<file path="src/rtl/pipeline_hazard_ctrl_if.sv">
// pipeline_hazard_ctrl_if: hazard inputs from ID/EX/IMEM and PC, IF/ID and ID/EX controls back to the pipeline.
interface pipeline_hazard_ctrl_if;
    logic [4:0] id_rs1;
    logic [4:0] id_rs2;
    logic       ex_mem_read;
    logic [4:0] ex_rd;
    logic       ex_redirect;
    logic       imem_ready;
    logic       pc_write;
    logic       if_id_write;
    logic       if_id_flush;
    logic       id_ex_bubble;
    logic [1:0] state_o;
    modport master (
        output id_rs1, id_rs2, ex_mem_read, ex_rd, ex_redirect, imem_ready,
        input  pc_write, if_id_write, if_id_flush, id_ex_bubble, state_o
    );
    modport slave (
        input  id_rs1, id_rs2, ex_mem_read, ex_rd, ex_redirect, imem_ready,
        output pc_write, if_id_write, if_id_flush, id_ex_bubble, state_o
    );
endinterface

</file>
<file path="src/rtl/pipeline_hazard_ctrl.sv">
// pipeline_hazard_ctrl: PC / IF/ID advance-hold-flush and ID/EX bubble control for load-use, redirect and imem wait.
// Optional saturating performance counters when HAZARD_PERF_CNT_EN is defined.
module pipeline_hazard_ctrl #(
    parameter int FLUSH_CYCLES = 1,
    parameter int CNT_W        = 32
) (
    input  logic                  clk,
    input  logic                  rst,
`ifdef HAZARD_PERF_CNT_EN
    output logic [CNT_W-1:0]      lu_stall_cnt,
    output logic [CNT_W-1:0]      flush_cnt,
    output logic [CNT_W-1:0]      imem_wait_cnt,
`endif
    pipeline_hazard_ctrl_if.slave bus
);
    localparam int FW = FLUSH_CYCLES > 1 ? $clog2(FLUSH_CYCLES) : 1;
    typedef enum logic [1:0] {RUN = 2'd0, FLUSH = 2'd1, IMEM_WAIT = 2'd2} state_t;
    state_t state, state_n;
    logic [FW-1:0] fcnt, fcnt_n;
    logic lu, do_redir, do_lu, do_miss, do_norm, in_flush;
    assign lu = bus.ex_mem_read && bus.ex_rd != 5'd0 && (bus.ex_rd == bus.id_rs1 || bus.ex_rd == bus.id_rs2);
    // ID holds a NOP while flushing, so lu only matters outside FLUSH
    assign do_redir = bus.ex_redirect;
    assign in_flush = !do_redir && state == FLUSH;
    assign do_lu    = !do_redir && state != FLUSH && lu;
    assign do_miss  = !do_redir && state != FLUSH && !lu && !bus.imem_ready;
    assign do_norm  = !do_redir && state != FLUSH && !lu && bus.imem_ready;
    always_comb begin
        bus.pc_write     = !rst && (do_redir || do_norm || (in_flush && bus.imem_ready));
        bus.if_id_write  = !rst && !do_lu;
        bus.if_id_flush  = rst || do_redir || in_flush || do_miss;
        bus.id_ex_bubble = rst || do_redir || do_lu;
        bus.state_o      = state;
        state_n = do_redir ? (FLUSH_CYCLES > 1 ? FLUSH : RUN) :
                  in_flush ? ((bus.imem_ready && fcnt == FW'(1)) ? RUN : FLUSH) :
                  do_lu    ? state :
                  do_miss  ? IMEM_WAIT : RUN;
        fcnt_n  = do_redir ? FW'(FLUSH_CYCLES - 1) :
                  (in_flush && bus.imem_ready) ? fcnt - FW'(1) : fcnt;
    end
    always_ff @(posedge clk or posedge rst) begin
        if (rst) begin
            state <= RUN;
            fcnt  <= '0;
        end else begin
            state <= state_n;
            fcnt  <= fcnt_n;
        end
    end
`ifdef HAZARD_PERF_CNT_EN
    always_ff @(posedge clk or posedge rst) begin
        if (rst) begin
            lu_stall_cnt  <= '0;
            flush_cnt     <= '0;
            imem_wait_cnt <= '0;
        end else begin
            if (do_lu && lu_stall_cnt != '1) lu_stall_cnt <= lu_stall_cnt + CNT_W'(1);
            if ((do_redir || in_flush) && flush_cnt != '1) flush_cnt <= flush_cnt + CNT_W'(1);
            if (do_miss && imem_wait_cnt != '1) imem_wait_cnt <= imem_wait_cnt + CNT_W'(1);
        end
    end
`endif
endmodule
</file>
<file path="src/flat_wrapper.sv">
// flat-port wrapper written by rule: the top's interface ports become plain ports
module pipeline_hazard_ctrl_flat 
#(
    parameter int FLUSH_CYCLES = 1,
    parameter int CNT_W        = 32
)
  (clk, rst, bus_id_rs1, bus_id_rs2, bus_ex_mem_read, bus_ex_rd, bus_ex_redirect, bus_imem_ready, bus_pc_write, bus_if_id_write, bus_if_id_flush, bus_id_ex_bubble, bus_state_o);
  pipeline_hazard_ctrl_if bus_i ();
  input  logic clk;
  input  logic rst;
  input wire logic [$bits(bus_i.id_rs1)-1:0] bus_id_rs1;
  input wire logic [$bits(bus_i.id_rs2)-1:0] bus_id_rs2;
  input wire logic [$bits(bus_i.ex_mem_read)-1:0] bus_ex_mem_read;
  input wire logic [$bits(bus_i.ex_rd)-1:0] bus_ex_rd;
  input wire logic [$bits(bus_i.ex_redirect)-1:0] bus_ex_redirect;
  input wire logic [$bits(bus_i.imem_ready)-1:0] bus_imem_ready;
  output wire logic [$bits(bus_i.pc_write)-1:0] bus_pc_write;
  output wire logic [$bits(bus_i.if_id_write)-1:0] bus_if_id_write;
  output wire logic [$bits(bus_i.if_id_flush)-1:0] bus_if_id_flush;
  output wire logic [$bits(bus_i.id_ex_bubble)-1:0] bus_id_ex_bubble;
  output wire logic [$bits(bus_i.state_o)-1:0] bus_state_o;
  assign bus_i.id_rs1 = bus_id_rs1;
  assign bus_i.id_rs2 = bus_id_rs2;
  assign bus_i.ex_mem_read = bus_ex_mem_read;
  assign bus_i.ex_rd = bus_ex_rd;
  assign bus_i.ex_redirect = bus_ex_redirect;
  assign bus_i.imem_ready = bus_imem_ready;
  assign bus_pc_write = bus_i.pc_write;
  assign bus_if_id_write = bus_i.if_id_write;
  assign bus_if_id_flush = bus_i.if_id_flush;
  assign bus_id_ex_bubble = bus_i.id_ex_bubble;
  assign bus_state_o = bus_i.state_o;
  pipeline_hazard_ctrl #(.FLUSH_CYCLES(FLUSH_CYCLES), .CNT_W(CNT_W)) u_core (.clk(clk), .rst(rst), .bus(bus_i));
endmodule
</file>
<file path="config.mk">
export PLATFORM = sky130hd
export DESIGN_NAME = pipeline_hazard_ctrl_flat
export DESIGN_NICKNAME = d
export VERILOG_FILES = /design/src/rtl/pipeline_hazard_ctrl_if.sv /design/src/rtl/pipeline_hazard_ctrl.sv /design/src/flat_wrapper.sv
export SDC_FILE = /design/constraint.sdc
export NUM_CORES = 1
export LEC_CHECK = 0
export BUFFER_PORTS_ARGS = -buffer_cell sky130_fd_sc_hd__buf_2
export CAP_MARGIN = 20
export CORE_AREA = 2 2 39 41
export CTS_BUF_LIST = sky130_fd_sc_hd__clkbuf_4 sky130_fd_sc_hd__clkbuf_8
export DETAILED_ROUTE_END_ITERATION = 8
export DIE_AREA = 0 0 41 43
export HOLD_SLACK_MARGIN = 0.02
export MAX_ROUTING_LAYER = met4
export SLEW_MARGIN = 20
export SYNTH_ARGS = -nofsm -noshare
export SYNTH_HDL_FRONTEND = slang
export SYNTH_SLANG_ARGS = --single-unit
</file>
<file path="constraint.sdc">
create_clock -name clk -period 2.7 [get_ports clk]
set_clock_uncertainty 0.05 [all_clocks]
set_input_delay 0.27 -clock clk [delete_from_list [all_inputs] [get_ports clk]]
set_output_delay 0.27 -clock clk [all_outputs]
set_load 0.005 [all_outputs]
</file>
==> results of run 1 <==
[cell families after synthesis]
kind of cell           Yosys count
AND/OR/NAND/NOR                 14
XOR/XNOR                        11
buffers and inverters            3
flip-flops                       3
AO/OA/AOI/OAI                    9
[state kept, by name, summed over array words and instances, names as in the netlist]
register,cells
u_core.bus.state_o,2
u_core.fcnt,1
[worst max path at each step]
stage,startpoint,end,slack (ns)
2_1_floorplan,bus_ex_rd[1],bus_pc_write,1.11
3_3_place_gp,bus_ex_rd[1],bus_pc_write,0.87
3_5_place_dp,bus_ex_rd[1],bus_pc_write,0.87
4_1_cts,bus_ex_rd[1],bus_pc_write,0.87
5_1_grt,bus_ex_rd[1],bus_pc_write,0.80
6_report,bus_ex_rd[1],bus_pc_write,0.88
[metal layers]
layer  wire length (µm)  global-route usage
met3                 63                   0
met2                420               0.178
met1                354               0.105
met4                  0              0.0400
met5                  0                   -
[Yosys cell counts]
master	instances
a2111oi_4	1
a211oi_1	1
a21oi_1	1
a221oi_1	1
a22oi_1	1
and3_1	1
dfrtp_1	3
inv_1	3
nand2_1	1
nor2_1	8
nor3_2	2
o21ai_0	2
o21ai_2	1
o221ai_1	1
or2_4	1
or4_1	1
xor2_1	11
[metrics by stage]
| stage | worst slack (ns) | area [µm²] | hold slack, ns |
|---|---|---|---|
| 2_1_floorplan | 1.11 | 343 | -0.0264 |
| 3_3_place_gp | 0.866 | 488 | 0.122 |
| 3_5_place_dp | 0.871 | 488 | 0.132 |
| 4_1_cts | 0.871 | 528 | 0.245 |
| 5_1_grt | 0.800 | 528 | 0.271 |
| 6_report | 0.884 | 528 | 0.252 |
[worst reg2reg max path: stages, from the launching register on]
cell and delay, ns:
dfrtp_1 0.46, inv_1 0.08, and3_1 0.18, a2111oi_4 0.31
[area by class of cell]
cell class              count  area, µm²  share of cell area
repair buffers             26        135               0.256
flip-flops and latches      3       75.1               0.142
inverters                   3       11.3              0.0213
multi-input cells          34        256               0.486
clock buffers               4       30.0              0.0569
well taps                  16       20.0              0.0379
[what timing repair did]
action,4_1_cts,5_1_grt
setup buffers,0,0
hold buffers,1,0
resized for setup,0,0
endpoints found under the hold margin,3,0
[report_power, final]
group | switching (mW) | internal, mW
combinational | 0.0254 | 0.0261
sequential | 0.00204 | 0.0462
clock | 0.0222 | 0.0653
total | 0.0496 | 0.138
==> results by group, run 1 <==
Route
  • Wire per inst: just under 10 µm
  • Via Count: a little under 400
  • Number of detailed-route iterations in the first pass: 1
  • 1st-iter DRT viols: 0
  • Drt drc: 0
  • Post-route ant nets: 0
  • Drt via density: approximately 4.5
  • Total Wirelength: roughly 840 µm

STA
  • Final Critical Period: approximately 1.8 ns
  • Final Hold Violating Endpoints: 0
  • Final Max Slew Viols: 0
  • Final setup viols: 0
  • Worst-margin pin slew: ~0.25 ns
  • Worst slew margin: 0.832
  • Unrepaired setup endpoints after global routing: false
  • Fin crit share: 0.673
  • Total negative setup slack: 0 ns
  • Achievable Freq: 551 MHz

Setup path
  • Reg2reg start: u_core.bus.state_o[1]
  • CP bufs+invs: 2
  • Worst R2R Path Depth: 3
  • Reg-to-reg setup timing slack: 1.51 ns
  • CP delay by family, top: simple AND/OR/NAND/NOR gates
  • Top cell by count, worst path: buf_2
  • Crit-path cells: buf_2, or4_1, o21ai_2, nor2_1, a211oi_1, buf_2
  • CP max FO: 3
  • Crit-path slowest cell: or4_1
  • Crit Path Category: in -> out
  • Crit path capture type: output port
  • Critical path required time: ~2.4 ns
  • Slowest Stage Delay on Critical Path: between 0.5 and 0.6 ns
  • Setup crit start kind: input pin
  • Reg-to-reg critical path endpoint: u_core.bus.state_o[0]
  • CP arrival: around 1.5 ns
  • Worst path depth: 6

Status
  • Status: complete, no violations

Pwr
  • Leakage power: approximately 0.26 nW
  • Total Power: 187 µW
  • Power Density: 355 mW/mm²
  • Maximum vdd drop: a little under 90 µV

Floorplan
  • Core area: roughly 0.0014 mm²
  • Die Y: 43 µm
  • Die extent in x: ~41 µm
  • # rows: 14
  • Die ar.: 0.00176 mm²
  • Starting density of the core: 0.248
  • Ports: 26

Synthesis
  • Syn_area_per_cell: roughly 8.6 µm²
  • Syn_nets: 60
  • Post-Synth Simple-Gate Area: 0.223
  • Area leader, netlist: xor2_1
  • Post-synthesis mux area share: 0
  • Synth Area in Compound Gates: 0.245
  • Cell count after synthesis: 40
  • Yosys cell types: 17
  • Top cell type's share of synthesized area: 0.281
  • Synthesized flop and latch total: 3
  • Synth Area in XOR/XNOR: 0.281
  • Mapped cell area: 343 µm²
  • Seq/Total Area, Yosys: 0.219
  • Synth Area in Adders: 0
  • Synth Warn #: 0
  • Synth area leaders: xor2_1 28%, dfrtp_1 22%, nor2_1 8.8%, a2111oi_4 8.0%, nor3_2 5.8%
  • Largest family of logic cells by synthesized area: XOR/XNOR gates

Worst hold path
  • Worst hold endpoint: u_core.fcnt
  • Min-delay src: bus_ex_redirect
  • Worst Hold Class: in -> reg
  • Hold depth: 2

Layout
  • Syn-to-layout area delta: 54.0%
  • Filler cells: ~150
  • Most frequent cells in the layout: 25 x buf_2, 11 x xor2_1, 8 x nor2_1
  • # diodes: 0
  • Layout cells sized above 1: 0.486
  • Commonest non-fill, non-tap cell in the layout: buf_2
  • Util after Layout: 0.382
  • Final cell count without fillers: 86
  • Final net count: 91

Clock network
  • Worst skew pair latency: approximately 0.23 ns
  • CTS tree: built
  • Sink Count: 3
  • Root Buffer: clkbuf_4
  • Worst-path clk slew: approximately 0.040 ns
  • Clock Tree Buf Depth: 2
  • Htree depth: 1
  • Cts bufs inserted: 3

Place
  • Cells after DPL: 81
  • Port Buffer Count: 25
  • DP Wirelength: about 770 µm
  • Gpl congestion: 0.627

GRT
  • Largest net degree at the start of global routing: 7
  • Initial antenna violation count: 0
  • Gr ovfl total: 0
  • First-pass GRT wire length: ~1200 µm
  • Number of global-route vias before repair: 346
  • Total GRT Usage: 0.0984

Flow run
  • Maxcap violations: 0
No activity file was read; power rests on OpenSTA's default activity.
==> run 2, diff against run 1 <==
--- a/config.mk
+++ b/config.mk
@@ -5,6 +5,7 @@
 export SDC_FILE = /design/constraint.sdc
 export NUM_CORES = 1
 export LEC_CHECK = 0
+export ABC_AREA = 1
 export BUFFER_PORTS_ARGS = -buffer_cell sky130_fd_sc_hd__buf_2
 export CAP_MARGIN = 20
 export CORE_AREA = 2 2 39 41
==> constraint.sdc (replaced) <==
create_clock -name clk -period 1.5 [get_ports clk]
set_clock_uncertainty 0.05 [all_clocks]
set_input_delay 0.15 -clock clk [delete_from_list [all_inputs] [get_ports clk]]
set_output_delay 0.15 -clock clk [all_outputs]
set_load 0.005 [all_outputs]
==> results by group, run 2 <==
Status
  • Status: complete, no violations

Clock network
  • Root Buffer: clkbuf_4
  • Post-CTS setup buffers: 0 (unchanged)
  • Htree depth: 1 (unchanged)
  • Sink Count: 3 (unchanged)
  • Worst skew pair latency: 0.23 ns (about the same)
  • Worst-path clk slew: 0.03 ns (about the same)
  • Cts bufs inserted: 3 (unchanged)
  • CTS tree: built
  • Clock Tree Buf Depth: 2 (unchanged)

GRT
  • Number of global-route vias before repair: 425 (+23%)
  • GR met2 Demand/Resource: 0.197 (+0.0187)
  • Initial antenna violation count: 0 (unchanged)
  • First-pass GRT wire length: 1510 µm (+25%)
  • Global routing usage on met3: 0.0314 (+0.0314)
  • Largest net degree at the start of global routing: 6 (-1)
  • Most Crowded Layer GR: met2
  • Gr ovfl total: 0 (unchanged)
  • Total GRT Usage: 0.126 (+0.0277)
  • Met1 usage: 0.153 (+0.0483)

Synthesis
  • Synth cell count leaders: 29 x nand2_1, 20 x inv_1, 10 x nor2_1, 4 x nand3_1
  • Top-count cell post-synth: nand2_1
  • Cell count after synthesis: 79 (+98%)
  • Syn_nets: 99 (+65%)
  • Synth Warn #: 0 (unchanged)
  • Syn_area_per_cell: 5.12 µm² (-40%)
  • Seq/Total Area, Yosys: 0.186 (-0.0332)
  • Yosys cell types: 11 (-6)
  • Mapped cell area: 404 µm² (+18%)
  • Area leader, netlist: nand2_1
  • Synthesized flop and latch total: 3 (unchanged)
  • Number of synthesized flops with an enable pin: 0 (unchanged)
  • Top cell type's share of synthesized area: 0.269 (-0.0117)
  • Synth area leaders: nand2_1 27%, dfrtp_1 19%, inv_1 19%, nor2_1 9.3%, nand3_1 5.0%
  • Post-synth top flop: dfrtp_1
  • Async SR Flop Fraction: 1.00 (unchanged)

Pwr
  • Leakage power: 0.403 nW (+56%)
  • Maximum vdd drop: 362 µV (+310%)
  • Power Density: 579 mW/mm² (+63%)
  • Sw frac: 0.273 (+0.00796)
  • Reg power frac: 0.246 (-0.012)
  • Internal: 249 µW (+81%)
  • Total Power: 343 µW (+83%)
  • Clock power share: 0.447 (-0.020)
  • Gate power share: 0.307 (+0.032)
  • Sw power: 93.6 µW (+89%)

Floorplan
  • # rows: 14 (unchanged)
  • Starting density of the core: 0.292 (+0.0443)
  • Die Y: 43 µm (unchanged)
  • Core area: 0.00138 mm² (unchanged)
  • Die ar.: 0.00176 mm² (unchanged)
  • Ports: 26 (unchanged)
  • Die extent in x: 41 µm (unchanged)

Place
  • Gpl congestion: 0.774 (+23%)
  • Pre-CTS setup slack: 0.253 ns (-0.618 ns)
  • DP Wirelength: 807 µm (+5.0%)
  • Port Buffer Count: 25 (unchanged)
  • Placed Area: 549 µm² (+13%)

Setup path
  • Setup crit start kind: flip-flop
  • Slowest Stage Delay on Critical Path: 0.36 ns (-0.17 ns)
  • Crit-path slowest cell: dfrtp_1
  • Top cell by count, worst path: nand2_2
  • CP bufs+invs: 3 (+1)
  • CP max FO: 5 (+2)
  • CP arrival: 1.19 ns (-0.31 ns)
  • Crit path capture type: output port
  • CP delay by family, top: flip-flops
  • Critical path required time: 1.30 ns (-1.08 ns)
  • Crit-path cells: inv_1, nand2_1, nand2_2, inv_2, nand3_2, nand2_2, nor2_1, buf_2
  • Reg-to-reg setup timing slack: 0.48 ns (-1.03 ns)
  • Crit Path Category: reg -> out

Layout
  • Fin area: 592 µm² (+12%)
  • Util after Layout: 0.428 (+0.0461)
  • Filler cells: 159 (+4.6%)
  • # diodes: 0 (unchanged)
  • Syn-to-layout area delta: 46.4%
  • Layout cells sized above 1: 0.339 (-0.146)
  • Final net count: 130 (+43%)
  • Most frequent cells in the layout: 28 x nand2_1, 25 x buf_2, 18 x inv_1
  • Commonest non-fill, non-tap cell in the layout: nand2_1
  • Max reg flops: 2 (unchanged)

Route
  • 1st-iter DRT viols: 4 (+4)
  • Number of detailed-route iterations in the first pass: 2 (+1)
  • Total Wirelength: 902 µm (+7.6%)
  • Drt drc: 0 (unchanged)
  • Post-route ant nets: 0 (unchanged)
  • Wire per inst: 7.22 µm (-26%)
  • Drt via density: 4.02 (-11%)
  • Via Count: 503 (+30%)

STA
  • Achievable Freq: just over 700 MHz
  • Final Critical Period: around 1.4 ns
  • Final setup viols: 0 (unchanged)
  • Final Hold Violating Endpoints: 0 (unchanged)
  • Worst slew margin: 0.895 (+0.0631)
  • Worst-margin pin slew: 0.155 ns (-0.0964 ns)
  • Unrepaired setup endpoints after global routing: false
  • Final Max Slew Viols: 0 (unchanged)
  • Fin crit share: 0.924
  • Total negative setup slack: 0 ns (unchanged)
  • Final WS setup: 0.114 ns (-0.770 ns)

Worst hold path
  • Worst Hold Class: in -> reg

Flow run
  • Maxcap violations: 0 (unchanged)
## run 2: power groups by stage
stage	combinational [mW]	clock, mW	sequential [mW]
2_1_floorplan	0.0551	0	0.0855
3_3_place_gp	0.102	0	0.0855
3_5_place_dp	0.103	0	0.0854
4_1_cts	0.106	0.160	0.0844
5_1_grt	0.124	0.171	0.0845
6_report	0.105	0.153	0.0844
## run 2: tightest hold or removal path: stages
cell and delay, ns:
buf_2 0.10, nand3_1 0.07, nand2_1 0.06
## run 2: final timing paths
path | startpoint | endpoint | cells past startpoint
hold reg to reg | u_core.fcnt | u_core.fcnt | 2
hold / removal | bus_imem_ready | u_core.fcnt | 3
setup / recovery | u_core.bus.state_o[1] | bus_pc_write | 8
max in group asynchronous | rst | u_core.fcnt | 3
min in group asynchronous | rst | u_core.bus.state_o[1] | 3
setup reg to reg | u_core.bus.state_o[1] | u_core.fcnt | 6
## run 2: logic make-up (layout without fill, tap and decap cells)
group	count (synthesis)	after routing	synth area share
flops	3	3	0.186
buf+inv	21	51	0.195
simple gates	50	50	0.539
xor+xnor	2	2	0.0434
compound gates	3	3	0.0371
## run 2: cell type report
cell class | instances | area (µm²) | share of cell area
tap | 16 | 20.0 | 0.0338
multi-input combinational | 55 | 253 | 0.427
sequential | 3 | 75.1 | 0.127
timing repair buffer | 26 | 135 | 0.228
inverter | 21 | 78.8 | 0.133
clock buffer | 4 | 30.0 | 0.0507
## run 2: timing repair
action / 4_1_cts / 5_1_grt
setup endpoints to repair: 0 / 3
hold buffers: 1 / 0
hold endpoints to repair: 3 / 0
gates resized for setup: 0 / 3
## run 2: metal layers
| layer | part of all wire | vias up |
|---|---|---|
| met5 | 0 | - |
| met4 | 0 | 0 |
| met3 | 0.029 | 0 |
| met2 | 0.54 | 6 |
| met1 | 0.43 | 206 |
| li1 | - | 291 |
## run 2: through the flow
step | std cells | hold WS (ns)
4_1_cts | 125 | 0.145
3_5_place_dp | 120 | 0.0184
2_1_floorplan | 79 | -0.122
6_report | 125 | 0.146
3_3_place_gp | 120 | 0.0150
5_1_grt | 125 | 0.170
